$ cat config.mk
export PLATFORM = sky130hd
export DESIGN_NAME = lsq_mem_arbiter
export DESIGN_NICKNAME = d
export VERILOG_FILES = /design/src/rtl/lsq_mem_arbiter.sv
export SDC_FILE = /design/constraint.sdc
export NUM_CORES = 1
export LEC_CHECK = 0
export BUFFER_PORTS_ARGS = -buffer_cell sky130_fd_sc_hd__buf_2
export CAP_MARGIN = 20
export CORE_MARGIN = 2
export CORE_UTILIZATION = 29
export DETAILED_ROUTE_END_ITERATION = 7
export PLACE_DENSITY = 0.64
export SLEW_MARGIN = 20
export SYNTH_ARGS = -nofsm -noshare
export SYNTH_HDL_FRONTEND = slang
export SYNTH_SLANG_ARGS = --single-unit
export TNS_END_PERCENT = 5
$ cat constraint.sdc
create_clock -name clk -period 4.5 [get_ports clk]
set_clock_uncertainty 0.05 [all_clocks]
set_input_delay 0.225 -clock clk [delete_from_list [all_inputs] [get_ports clk]]
set_output_delay 0.225 -clock clk [all_outputs]
set_load 0.05 [all_outputs]
$ cat src/rtl/lsq_mem_arbiter.sv
// -----------------------------------------------------------------------------
// lsq_mem_arbiter
//
// Sequences one memory operation at a time between the load queue head, the
// store queue head and the single data-cache port. The older of the two heads
// wins. Loads get their returned word lane-aligned and sign/zero-extended, then
// broadcast with the ROB tag. Stores get byte enables and lane-shifted data.
//
// Handshake (valid/ready): a queue head raises ld_req/st_req and holds its
// fields stable until the matching one-cycle ld_done/st_done pulse, which
// also means "dequeue your head". The cache sees a level request
// (mem_read/mem_write) held until a single-cycle mem_resp. A mem_resp that
// arrives while no request is outstanding is ignored.
//
// Ports
//   clk, rst        clock (rising edge), asynchronous active-low reset
//   flush           kills an in-flight load result; never affects stores
//   ld_req/addr/funct3/tag         load queue head
//   st_req/addr/data/funct3        store queue head (committed)
//   ld_older        load head older than store head (when both valid)
//   ld_done, ld_rdy_tag, ld_data   load completion broadcast
//   st_done         store completion
//   mem_read, mem_write, mem_byte_enable, mem_address, mem_wdata,
//   mem_resp, mem_rdata            cache port
//   dbg_state       FSM state: 0 IDLE, 1 READ, 2 WRITE, 3 DRAIN
// -----------------------------------------------------------------------------
module lsq_mem_arbiter #(
    parameter int TAG_W = 4
) (
    input  logic             clk,
    input  logic             rst,
    input  logic             flush,
    input  logic             ld_req,
    input  logic [31:0]      ld_addr,
    input  logic [2:0]       ld_funct3,
    input  logic [TAG_W-1:0] ld_tag,
    input  logic             st_req,
    input  logic [31:0]      st_addr,
    input  logic [31:0]      st_data,
    input  logic [2:0]       st_funct3,
    input  logic             ld_older,
    output logic             ld_done,
    output logic [TAG_W-1:0] ld_rdy_tag,
    output logic [31:0]      ld_data,
    output logic             st_done,
    output logic             mem_read,
    output logic             mem_write,
    output logic [3:0]       mem_byte_enable,
    output logic [31:0]      mem_address,
    output logic [31:0]      mem_wdata,
    input  logic             mem_resp,
    input  logic [31:0]      mem_rdata,
    output logic [1:0]       dbg_state
);

    typedef enum logic [1:0] {
        S_IDLE  = 2'd0,
        S_READ  = 2'd1,
        S_WRITE = 2'd2,
        S_DRAIN = 2'd3
    } state_t;

    state_t r_state, w_state_nxt;

    // Latched request fields. The store data is kept already lane-aligned.
    logic [31:0]      r_addr,   w_addr_nxt;
    logic [2:0]       r_funct3, w_funct3_nxt;
    logic [TAG_W-1:0] r_tag,    w_tag_nxt;
    logic [31:0]      r_wdata,  w_wdata_nxt;
    logic [3:0]       r_be,     w_be_nxt;

    // Registered outputs
    logic             r_mem_read,  w_mem_read_nxt;
    logic             r_mem_write, w_mem_write_nxt;
    logic             r_ld_done,   w_ld_done_nxt;
    logic             r_st_done,   w_st_done_nxt;
    logic [TAG_W-1:0] r_ld_tag,    w_ld_tag_nxt;
    logic [31:0]      r_ld_data,   w_ld_data_nxt;

    logic             w_pick_ld;
    logic [31:0]      w_rd_shift;
    logic [31:0]      w_ld_ext;
    logic [3:0]       w_be_base;
    logic [3:0]       w_st_be;
    logic [31:0]      w_st_wdata;

    // Load wins when it is the only candidate or the older one; flush masks it.
    assign w_pick_ld = ld_req && !flush && (!st_req || ld_older);

    // Load alignment and extension, from the latched offset and funct3.
    assign w_rd_shift = mem_rdata >> {r_addr[1:0], 3'b000};

    always_comb begin
        w_ld_ext = w_rd_shift;
        case (r_funct3)
            3'b000:  w_ld_ext = {{24{w_rd_shift[7]}},  w_rd_shift[7:0]};
            3'b001:  w_ld_ext = {{16{w_rd_shift[15]}}, w_rd_shift[15:0]};
            3'b100:  w_ld_ext = {24'd0, w_rd_shift[7:0]};
            3'b101:  w_ld_ext = {16'd0, w_rd_shift[15:0]};
            default: w_ld_ext = w_rd_shift;
        endcase
    end

    // Store lanes. Upper enables that shift past lane 3 are simply dropped,
    // so a misaligned store writes a truncated set of lanes without trapping.
    always_comb begin
        w_be_base = 4'b0000;
        case (st_funct3)
            3'b000:  w_be_base = 4'b0001;
            3'b001:  w_be_base = 4'b0011;
            3'b010:  w_be_base = 4'b1111;
            default: w_be_base = 4'b0000;
        endcase
    end

    assign w_st_be    = w_be_base << st_addr[1:0];
    assign w_st_wdata = st_data << {st_addr[1:0], 3'b000};

    // Next-state and next-output logic
    always_comb begin
        w_state_nxt     = r_state;
        w_addr_nxt      = r_addr;
        w_funct3_nxt    = r_funct3;
        w_tag_nxt       = r_tag;
        w_wdata_nxt     = r_wdata;
        w_be_nxt        = r_be;
        w_mem_read_nxt  = r_mem_read;
        w_mem_write_nxt = r_mem_write;
        w_ld_done_nxt   = 1'b0;
        w_st_done_nxt   = 1'b0;
        w_ld_tag_nxt    = r_ld_tag;
        w_ld_data_nxt   = r_ld_data;

        case (r_state)
            S_IDLE: begin
                if (w_pick_ld) begin
                    w_state_nxt    = S_READ;
                    w_addr_nxt     = ld_addr;
                    w_funct3_nxt   = ld_funct3;
                    w_tag_nxt      = ld_tag;
                    w_mem_read_nxt = 1'b1;
                end else if (st_req) begin
                    w_state_nxt     = S_WRITE;
                    w_addr_nxt      = st_addr;
                    w_funct3_nxt    = st_funct3;
                    w_wdata_nxt     = w_st_wdata;
                    w_be_nxt        = w_st_be;
                    w_mem_write_nxt = 1'b1;
                end
            end

            S_READ: begin
                if (mem_resp) begin
                    w_state_nxt    = S_IDLE;
                    w_mem_read_nxt = 1'b0;
                    if (!flush) begin
                        w_ld_done_nxt = 1'b1;
                        w_ld_tag_nxt  = r_tag;
                        w_ld_data_nxt = w_ld_ext;
                    end
                end else if (flush) begin
                    // The cache still owes a response; wait it out silently.
                    w_state_nxt = S_DRAIN;
                end
            end

            S_DRAIN: begin
                if (mem_resp) begin
                    w_state_nxt    = S_IDLE;
                    w_mem_read_nxt = 1'b0;
                end
            end

            S_WRITE: begin
                if (mem_resp) begin
                    w_state_nxt     = S_IDLE;
                    w_mem_write_nxt = 1'b0;
                    w_be_nxt        = 4'b0000;
                    w_wdata_nxt     = 32'd0;
                    w_st_done_nxt   = 1'b1;
                end
            end

            default: w_state_nxt = S_IDLE;
        endcase
    end

    always_ff @(posedge clk or negedge rst) begin
        if (!rst) begin
            r_state     <= S_IDLE;
            r_addr      <= 32'd0;
            r_funct3    <= 3'd0;
            r_tag       <= '0;
            r_wdata     <= 32'd0;
            r_be        <= 4'd0;
            r_mem_read  <= 1'b0;
            r_mem_write <= 1'b0;
            r_ld_done   <= 1'b0;
            r_st_done   <= 1'b0;
            r_ld_tag    <= '0;
            r_ld_data   <= 32'd0;
        end else begin
            r_state     <= w_state_nxt;
            r_addr      <= w_addr_nxt;
            r_funct3    <= w_funct3_nxt;
            r_tag       <= w_tag_nxt;
            r_wdata     <= w_wdata_nxt;
            r_be        <= w_be_nxt;
            r_mem_read  <= w_mem_read_nxt;
            r_mem_write <= w_mem_write_nxt;
            r_ld_done   <= w_ld_done_nxt;
            r_st_done   <= w_st_done_nxt;
            r_ld_tag    <= w_ld_tag_nxt;
            r_ld_data   <= w_ld_data_nxt;
        end
    end

    assign mem_read        = r_mem_read;
    assign mem_write       = r_mem_write;
    assign mem_byte_enable = r_be;
    assign mem_address     = {r_addr[31:2], 2'b00};
    assign mem_wdata       = r_wdata;
    assign ld_done         = r_ld_done;
    assign ld_rdy_tag      = r_ld_tag;
    assign ld_data         = r_ld_data;
    assign st_done         = r_st_done;
    assign dbg_state       = r_state;

endmodule
==> summary.txt <==
Layout
  – Nets@finish: 913
  – Layout cell share with drive strength beyond 1: 41.3%
  – FF/Latch Area: 2930 µm²
  – FILL cells: 2081
  – Most frequent cells in the layout: 251 x buf_2, 117 x dfrtp_1, 67 x mux2i_1
  – Post-layout util: 39.1%
  – Area of the multi-input gates: 2570 µm²
  – Commonest non-fill, non-tap cell in the layout: buf_2
  – Layout Area Growth over Synthesis: 33.3%

Yosys
  – Sequential share of the synthesized area: 49.8%
  – Cells after synthesis: 551
  – Unique masters post-synth: 39
  – Syn Std Cell Area: 5880 µm²
  – Syn avg cell area: 10.7 µm²
  – Register bit count reported by yosys: 117
  – Synth top area share: 49.8%
  – Yosys top cell by area: dfrtp_1
  – Synth top area cells: dfrtp_1 50%, mux2i_1 11%, o21ai_0 5.2%
  – YS warnings: 0

Routing
  – Avg WL per Cell: 16.6 µm
  – Via-per-instance ratio: 4.71
  – Routed WL: 17500 µm
  – First DRT Iteration DRCs: 146
  – DR pass1 iterations: 4
  – DRC violations left: 0
  – Vias after detailed routing: 4950
  – Routed Antenna Nets: 0

Clock tree
  – CTS resizes: 0
  – Total CTS buffers: 17
  – CTS tree: done
  – Htree depth: 4
  – Clock Latency Late Sink: 0.41 ns
  – Clock Tree Buf Depth: 2
  – CTS root buf: clkbuf_16
  – Clock Sinks: 117
  – Clock transition at the registers of the reported paths: 0.05 ns

GRT
  – Total gr overflow: 0
  – GRT Total Usage: 16.6%
  – Vias in the first global route: 4981
  – Largest net degree at the start of global routing: 71
  – First-pass GRT wire length: 27500 µm
  – Antenna violations before repair: 2

Critical path
  – CP startpoint kind: flop
  – Slowest stage cell, crit path: dfrtp_1
  – Worst path arrival time: 2.79 ns
  – CP Cell Sequence: mux4_2, nor2_2, o31ai_4, o22a_1
  – Crit Path Max Fanout: 27
  – Max stage delay on crit path: 0.95 ns
  – CP required: 4.79 ns
  – Crit path max-delay family: compound AO/OA/AOI/OAI gates
  – CP Buf/Inv Count: 0
  – Crit Path Category: flop to flop
  – Crit. End Element: flop

Floorplanning
  – Die ar.: 21400 µm²
  – Cell row count: 52
  – Starting Density: 29.3%
  – DIE WIDTH: 146 µm
  – Core area: 20000 µm²
  – Ports: 255
  – Die Ht: 146 µm

Outcome
  – Status: finished, final reports clean

STA
  – Setup Viol. Count Final: 0
  – Hold slack: 0.0261 ns
  – Setup TNS: 0 ns
  – Worst slew margin: 37.5%
  – Max-slew violations: 0
  – Max Fclk: 0.401 GHz
  – Final worst path period share: 55.4%
  – Final hold violation count: 0
  – Worst Max-Slew Pin Slew: 0.937 ns
  – Post-layout minimum cycle time: 2.49 ns
  – Final WS setup: 2.01 ns
  – Unrepaired setup endpoints after global routing: no

Pwr
  – Total internal power: 3.06 mW
  – Psw: 2.63 mW
  – Share of power burned in registers: 29.8%
  – Sw Ratio: 46.3%
  – Clk pwr share: 24.7%
  – Combinational Power Share: 45.5%
  – Power per cell area: 727 nW/µm²
  – Overall power: 5.69 mW
  – Maximum vdd drop: 0.303 mV
  – Leakage: 3.87 nW

Placement
  – Placement Setup Slack: 1.99 ns
  – Post-DP HPWL: 12900 µm
  – Port bufs: 252
  – Placer Congestion: 0.811

Hold path
  – HP Class: input pin to flop

Run
  – Max-capacitance violation count: 0
[metal layers]
layer | routed length (µm) | vias to the layer above | track usage, %
li1 | - | 2368 | -
met1 | 7720 | 2354 | 20.8
met2 | 8230 | 207 | 27.0
met3 | 1290 | 19 | 5.63
met4 | 219 | 2 | 5.68
met5 | 12 | - | 0
[area by class of cell]
type | count | share of cell area, %
clock buffer | 21 | 5.75
tap | 270 | 4.31
multi-input combinational | 364 | 32.8
sequential | 117 | 37.4
clock inverter | 10 | 1.98
inverter | 2 | 0.0958
antenna | 1 | 0.0319
timing repair buffer | 266 | 17.7
[final timing paths]
kind,startpoint,cells after the start,slack [ns],to
min,st_data[7],2,0.03,mem_wdata[7]$_DFFE_PN0P_
min in group asynchronous,rst,2,0.31,r_addr[26]$_DFFE_PN0P_
max reg2reg,r_addr[1]$_DFFE_PN0P_,4,2.01,ld_data[29]$_DFFE_PN0P_
min reg2reg,r_addr[17]$_DFFE_PN0P_,2,0.42,r_addr[17]$_DFFE_PN0P_
max,r_addr[1]$_DFFE_PN0P_,4,2.01,ld_data[29]$_DFFE_PN0P_
max in group asynchronous,rst,3,3.16,mem_wdata[0]$_DFFE_PN0P_
[power groups by stage]
stage          Sequential, mW  Clock, mW  Combinational [mW]
2_1_floorplan            2.52          0                1.26
3_3_place_gp             1.71          0                2.59
3_5_place_dp             1.71          0                2.62
4_1_cts                  1.70       1.44                2.62
5_1_grt                  1.75       1.49                2.74
6_report                 1.70       1.41                2.59
[what timing repair did]
| action | 4_1_cts | 5_1_grt |
|---|---|---|
| buffers inserted | 0 | 0 |
| hold endpoints to repair | 45 | 0 |
| hold buffers | 7 | 0 |
[cell usage after synthesis, drive strengths merged]
master / count
and3: 2
a21o: 1
o31ai: 1
or3: 1
nor3b: 1
a21boi: 1
buf: 49
nand3: 1
and2: 16
nor3: 2
a22o: 33
nor2: 28
a311o: 1
o21bai: 1
o22a: 17
nor2b: 10
dfrtp: 117
o21ai: 63
nand3b: 1
nand2: 55
mux4: 1
mux2: 25
or2: 1
clkbuf: 20
a211oi: 9
o21a: 1
a21oi: 17
a32o: 3
inv: 2
conb: 1
mux2i: 67
nand2b: 3
[registers in the layout (all words and copies together), names as in the netlist]
signal,cells
r_tag,4
ld_data,32
r_addr,32
ld_done,1
mem_byte_enable,4
mem_wdata,32
dbg_state,2
mem_write,1
r_funct3,3
st_done,1
mem_read,1
ld_rdy_tag,4
[worst reg2reg max path, stage by stage, from the launching register on]
cell     delay, ns
dfrtp_1       0.95
mux4_2        0.41
nor2_2        0.06
o31ai_4       0.70
o22a_1        0.27
[metrics by stage]
stage,instances,instance area [µm²]
floorplan,552,5880
global placement,1012,7150
detailed placement,1012,7150
CTS,1050,7830
global route,1051,7840
finish,1051,7840
[cell families after synthesis]
family,after synthesis,synth area share (%)
AOI/OAI and AO/OA,148,17.0
and+or+nand+nor,121,9.57
DFF,117,49.8
muxes,93,16.6
buffers and inverters,71,7.04
other,1,0.0638
Note: power is estimated with default switching activity, not from simulation.
